### src/rtl/ps2_pkg.sv
// Shared PS/2 front-end constants: idle line level and default synchroniser/filter depths.
// Also used by the frame shifter so both ends agree on timing defaults.
package ps2_pkg;

   localparam logic PS2_IDLE_LEVEL      = 1'b1;
   localparam int   PS2_SYNC_STAGES_DEF = 2;
   localparam int   PS2_FILTER_LEN_DEF  = 8;

   // Counter width able to hold 0..len-1; never narrower than one bit.
   function automatic int ps2_cnt_width(input int len);
      return (len > 1) ? $clog2(len) : 1;
   endfunction

endpackage

### src/rtl/ps2_valid_one_shot.sv
// Turns the level isValid flag into a one-cycle Valid strobe on each sampled 0->1 rise.
// Latency: strobe registered one edge after the first high sample; no backpressure.
module ps2_valid_one_shot
   import ps2_pkg::*;
(
   input  logic Clock,
   input  logic Reset,
   input  logic isValid,
   output logic Valid
);

   logic history;

   // History resets high so a flag already high at reset release is not reported.
   always_ff @(posedge Clock or negedge Reset) begin
      if (!Reset) begin
         history <= 1'b1;
         Valid   <= 1'b0;
      end else begin
         history <= isValid;
         Valid   <= isValid & ~history;
      end
   end

endmodule

### src/rtl/ps2_edge_pulse.sv
// Synchronises and glitch-filters PS2Clock, emitting registered one-cycle edge strobes.
// Latency: SYNC_STAGES+FILTER_LEN edges from a clean line change; no backpressure.
module ps2_edge_pulse
   import ps2_pkg::*;
#(
   parameter int SYNC_STAGES = PS2_SYNC_STAGES_DEF,
   parameter int FILTER_LEN  = PS2_FILTER_LEN_DEF
) (
   input  logic Clock,
   input  logic Reset,
   input  logic PS2Clock,
   input  logic isValid,
   output logic FallingEdge,
   output logic RisingEdge,
   output logic Valid
);

   localparam int            CW       = ps2_cnt_width(FILTER_LEN);
   localparam logic [CW-1:0] CNT_LAST = CW'(FILTER_LEN - 1);

   logic [SYNC_STAGES-1:0] sync;
   logic                   sync_out;
   logic                   filtered;
   logic                   mismatch;
   logic                   flip;
   logic [CW-1:0]          cnt;

   always_ff @(posedge Clock or negedge Reset) begin
      if (!Reset) begin
         sync <= {SYNC_STAGES{PS2_IDLE_LEVEL}};
      end else begin
         sync <= {sync[SYNC_STAGES-2:0], PS2Clock};
      end
   end

   assign sync_out = sync[SYNC_STAGES-1];
   assign mismatch = (sync_out != filtered);
   assign flip     = mismatch && (cnt == CNT_LAST);

   // Any agreeing sample restarts the count, so only an unbroken run can flip the level.
   always_ff @(posedge Clock or negedge Reset) begin
      if (!Reset) begin
         filtered <= PS2_IDLE_LEVEL;
         cnt      <= '0;
      end else if (flip) begin
         filtered <= ~filtered;
         cnt      <= '0;
      end else if (mismatch) begin
         cnt      <= cnt + 1'b1;
      end else begin
         cnt      <= '0;
      end
   end

   always_ff @(posedge Clock or negedge Reset) begin
      if (!Reset) begin
         FallingEdge <= 1'b0;
         RisingEdge  <= 1'b0;
      end else begin
         FallingEdge <= flip &  filtered;
         RisingEdge  <= flip & ~filtered;
      end
   end

   ps2_valid_one_shot u_valid_one_shot (
      .Clock   (Clock),
      .Reset   (Reset),
      .isValid (isValid),
      .Valid   (Valid)
   );

endmodule

### config.mk
export PLATFORM = sky130hd
export DESIGN_NAME = ps2_edge_pulse
export DESIGN_NICKNAME = d
export VERILOG_FILES = /design/src/rtl/ps2_pkg.sv /design/src/rtl/ps2_valid_one_shot.sv /design/src/rtl/ps2_edge_pulse.sv
export SDC_FILE = /design/constraint.sdc
export NUM_CORES = 1
export LEC_CHECK = 0
export CAP_MARGIN = 20
export CORE_AREA = 2 2 39 41
export DETAILED_ROUTE_END_ITERATION = 7
export DIE_AREA = 0 0 41 43
export PLACE_DENSITY_LB_ADDON = 0.1
export SYNTH_ARGS = -nofsm -noshare
export SYNTH_HDL_FRONTEND = slang
export SYNTH_SLANG_ARGS = --single-unit
### constraint.sdc
create_clock -name Clock -period 1.5 [get_ports Clock]
set_clock_uncertainty 0.1 [all_clocks]
set_input_delay 0.15 -clock Clock [delete_from_list [all_inputs] [get_ports Clock]]
set_output_delay 0.15 -clock Clock [all_outputs]
set_load 0.01 [all_outputs]
==> out/qor.log <==
[critical_path] cell with the largest stage delay on the worst path clkdlybuf4s50_1
[critical_path] timing startpoint of the critical path u_valid_one_shot.Valid
[timing] RSZ-0062 raised after global routing no
[cts] number of buffers on the longest clock path 2
[pwr] switching share of power 0.2375
[critical_path] Slowest Stage Delay on Critical Path 0.53 ns
[floorplan] vertical die dimension 43 um
[timing] Setup TNS 0 ns
[pwr] largest voltage drop on the vdd net 524.6 uV
[critical_path] FF-to-FF End cnt[2]
[timing] max-slew headroom at the worst pin 0.7143
[detailed_routing] DR iter-0 viols 0
[worst_hold_path] Tightest Hold Check Type in2async
[cells_and_area] synthesis-to-layout area growth 31.37%
[floorplan] die area 1763 um2
[pwr] share of power burned in registers 0.562
[timing] Fmax 739.9 MHz
[timing] Final setup violation count 0
[critical_path] CP cell instances clkdlybuf4s50_1
[pwr] clock network power share 0.290
[cts] clock latency on the worst-skew pair 0.25 ns
[floorplan] Initial Util 0.2450
[floorplan] I/O pins 7
[detailed_routing] via-per-instance ratio 3.939
[cells_and_area] nets 40
[floorplan] x dimension of the die 41 um
[timing] Hold Fails Final Rpt 0
[synthesis] Netlist cell types 11
[place] DP Worst Slack 0.2846 ns
[cts] Hold Buf Count CTS 0
[cts] clock tree from TritonCTS done
[critical_path] cell family contributing the most delay on the critical path buffers and inverters
[place] routability congestion estimate from global placement 0.5631
[outcome] run status finished, final reports clean
[place] total instance count after detailed placement 45
[pwr] static leakage 0.1979 nW
[critical_path] critical path fanouts, max 1
[synthesis] number of warnings issued by yosys 0
[timing] slew at the pin closest to its max-slew limit 0.4272 ns
[global_routing] GR Overflow Total 0
[timing] fin crit share 0.9011
[critical_path] worst endpoint required time 1.25 ns
[critical_path] launch point of the worst reg-to-reg path cnt[0]
[critical_path] Data arrival, critical path 1.10 ns
[cts] post-CTS sizing 0
[synthesis] combined area of all synthesized cells 339.1 um2
[pwr] combinational power share 0.148
[detailed_routing] number of nets with antenna violations after detailed routing 0
[pwr] internal power summed over all cells 0.0004849 W
[detailed_routing] via count 193
[cts] Clock transition at path regs 0.06 ns
[critical_path] endpoint type of the worst setup path output pin
[detailed_routing] average detailed-routed wire length per instance 8.796 um
[place] dpl cell area 419.2 um2
[cells_and_area] share of post-route cells with drive strength above 1 0.2121
[global_routing] wire length of the first global-routing pass 752 um
[critical_path] worst-case reg-to-reg path depth 3
[cts] number of sinks on the clock net 10
[detailed_routing] first drt pass iteration count 1
[critical_path] kind of critical path reg2out
[critical_path] Worst setup SP type flip-flop
[critical_path] worst reg-to-reg setup slack 0.28 ns
[global_routing] via count of the first global-routing pass 193
[cts] Post-CTS Setup Bufs 0
[timing] count of final max-slew check failures 0
[cells_and_area] post-route standard cell area excluding fillers 445.4 um2
[place] DP Wirelength 330.3 um
[detailed_routing] total routed wirelength 431 um
[place] Port-buffer cells 6
[cts] number of clock buffers inserted by TritonCTS 3
[synthesis] Synthesized Nets 29
[synthesis] total of flip-flops plus latches after synthesis 10
[cells_and_area] final cell count without fillers 49
[floorplan] Row Count 14
[timing] minimum clock period 1.352 ns
[run] Maximum Capacitance Violations 0
[cts] library cell used as clock root buffer clkbuf_4
[global_routing] antenna violations before repair 0
[synthesis] Post-Syn Instances 23
[cells_and_area] # diodes 0
[synthesis] proportion of synthesized chip area in sequential cells 0.7528
[cts] Clock H-tree levels 1
[global_routing] pin count of the biggest net entering global routing 11
[timing] Worst Setup Slack, final 0.1484 ns
[floorplan] Floorplan Core Area 1384 um2
[synthesis] average instance area after synthesis 14.74 um2
[global_routing] GRT Util Overall 0.07136
[critical_path] worst path buffer plus inverter count 1
[pwr] power density cells 1428 nW/um2
[pwr] net load switching power 0.0001510 W
[detailed_routing] number of DRC violations after detailed routing 0
## metrics by stage
step                      utilization  total power, W  hold slack [ns]
after floorplan                     -       0.0004222          -0.2456
after global placement         0.3029       0.0004492           0.2473
after detailed placement       0.3029       0.0004608           0.2488
after CTS                      0.3219       0.0006552           0.1159
after global routing           0.3219       0.0006876           0.1311
final                          0.3219       0.0006359          0.09992
## Yosys cell counts
library cell	number	area (um2)
dfrtp_1	6	150.1
inv_1	1	3.750
nor2_1	2	7.510
nand2_1	2	7.510
xnor2_1	1	8.760
ha_1	2	25.02
nor3_1	1	5.000
nor3b_1	2	15.01
dfstp_2	4	105.1
nor2b_1	1	6.260
o21ai_0	1	5.000
## worst max-delay path by stage
stage                       to  slack (ns)  depth (start not counted)
floorplan               cnt[2]        0.35                          3
global placement        cnt[1]        0.32                          3
detailed placement      cnt[1]        0.28                          3
CTS                      Valid        0.13                          1
global route        RisingEdge         0.1                          1
finish                   Valid        0.15                          1
## layout by cell type (no fill, tap or decap), drive strengths merged
cell | Yosys | routed
dfrtp | 6 | 6
clkdlybuf4s50 | 0 | 6
dfstp | 4 | 4
clkbuf | 0 | 4
nor3b | 2 | 2
nand2 | 2 | 2
nor2 | 2 | 2
ha | 2 | 2
xnor2 | 1 | 1
nor3 | 1 | 1
nor2b | 1 | 1
inv | 1 | 1
o21ai | 1 | 1
## registers in the layout, indices dropped and copies added (netlist names)
name / flops
cnt: 3
sync: 2
FallingEdge: 1
RisingEdge: 1
filtered: 1
u_valid_one_shot.Valid: 1
u_valid_one_shot.history: 1
## power groups by stage
stage | Clock, W | Combinational, W | Sequential (W)
floorplan | 0 | 0.0000649 | 0.000357
global placement | 0 | 0.0000900 | 0.000359
detailed placement | 0 | 0.0000980 | 0.000363
CTS | 0.000199 | 0.0000982 | 0.000358
global route | 0.000210 | 0.000114 | 0.000363
finish | 0.000184 | 0.0000941 | 0.000358
## cells by family after synthesis
logic type / count (synthesis) / share of synthesized area
buffers and inverters: 1 / 0.01106
AO/OA/AOI/OAI: 1 / 0.01475
adder cells (fa/ha/maj): 2 / 0.07379
flip-flops: 10 / 0.7528
XOR/XNOR: 1 / 0.02583
AND/OR/NAND/NOR: 8 / 0.1218
## layout make-up
type	instances	area [um2]
clock buffers	4	26.28
fillers	141	938.4
inverters	1	3.754
multi-input cells	12	80.08
flip-flops and latches	10	255.2
well taps	16	20.02
repair buffers	6	60.06
## routing by layer
layer	vias to the layer above	share of wire	GRT usage
met4	0	0	0.08000
met3	0	0.088	0.03141
met2	6	0.48	0.08750
met5	-	0	0
met1	92	0.43	0.08108
li1	95	-	-
No activity file was read; power rests on OpenSTA's default activity.
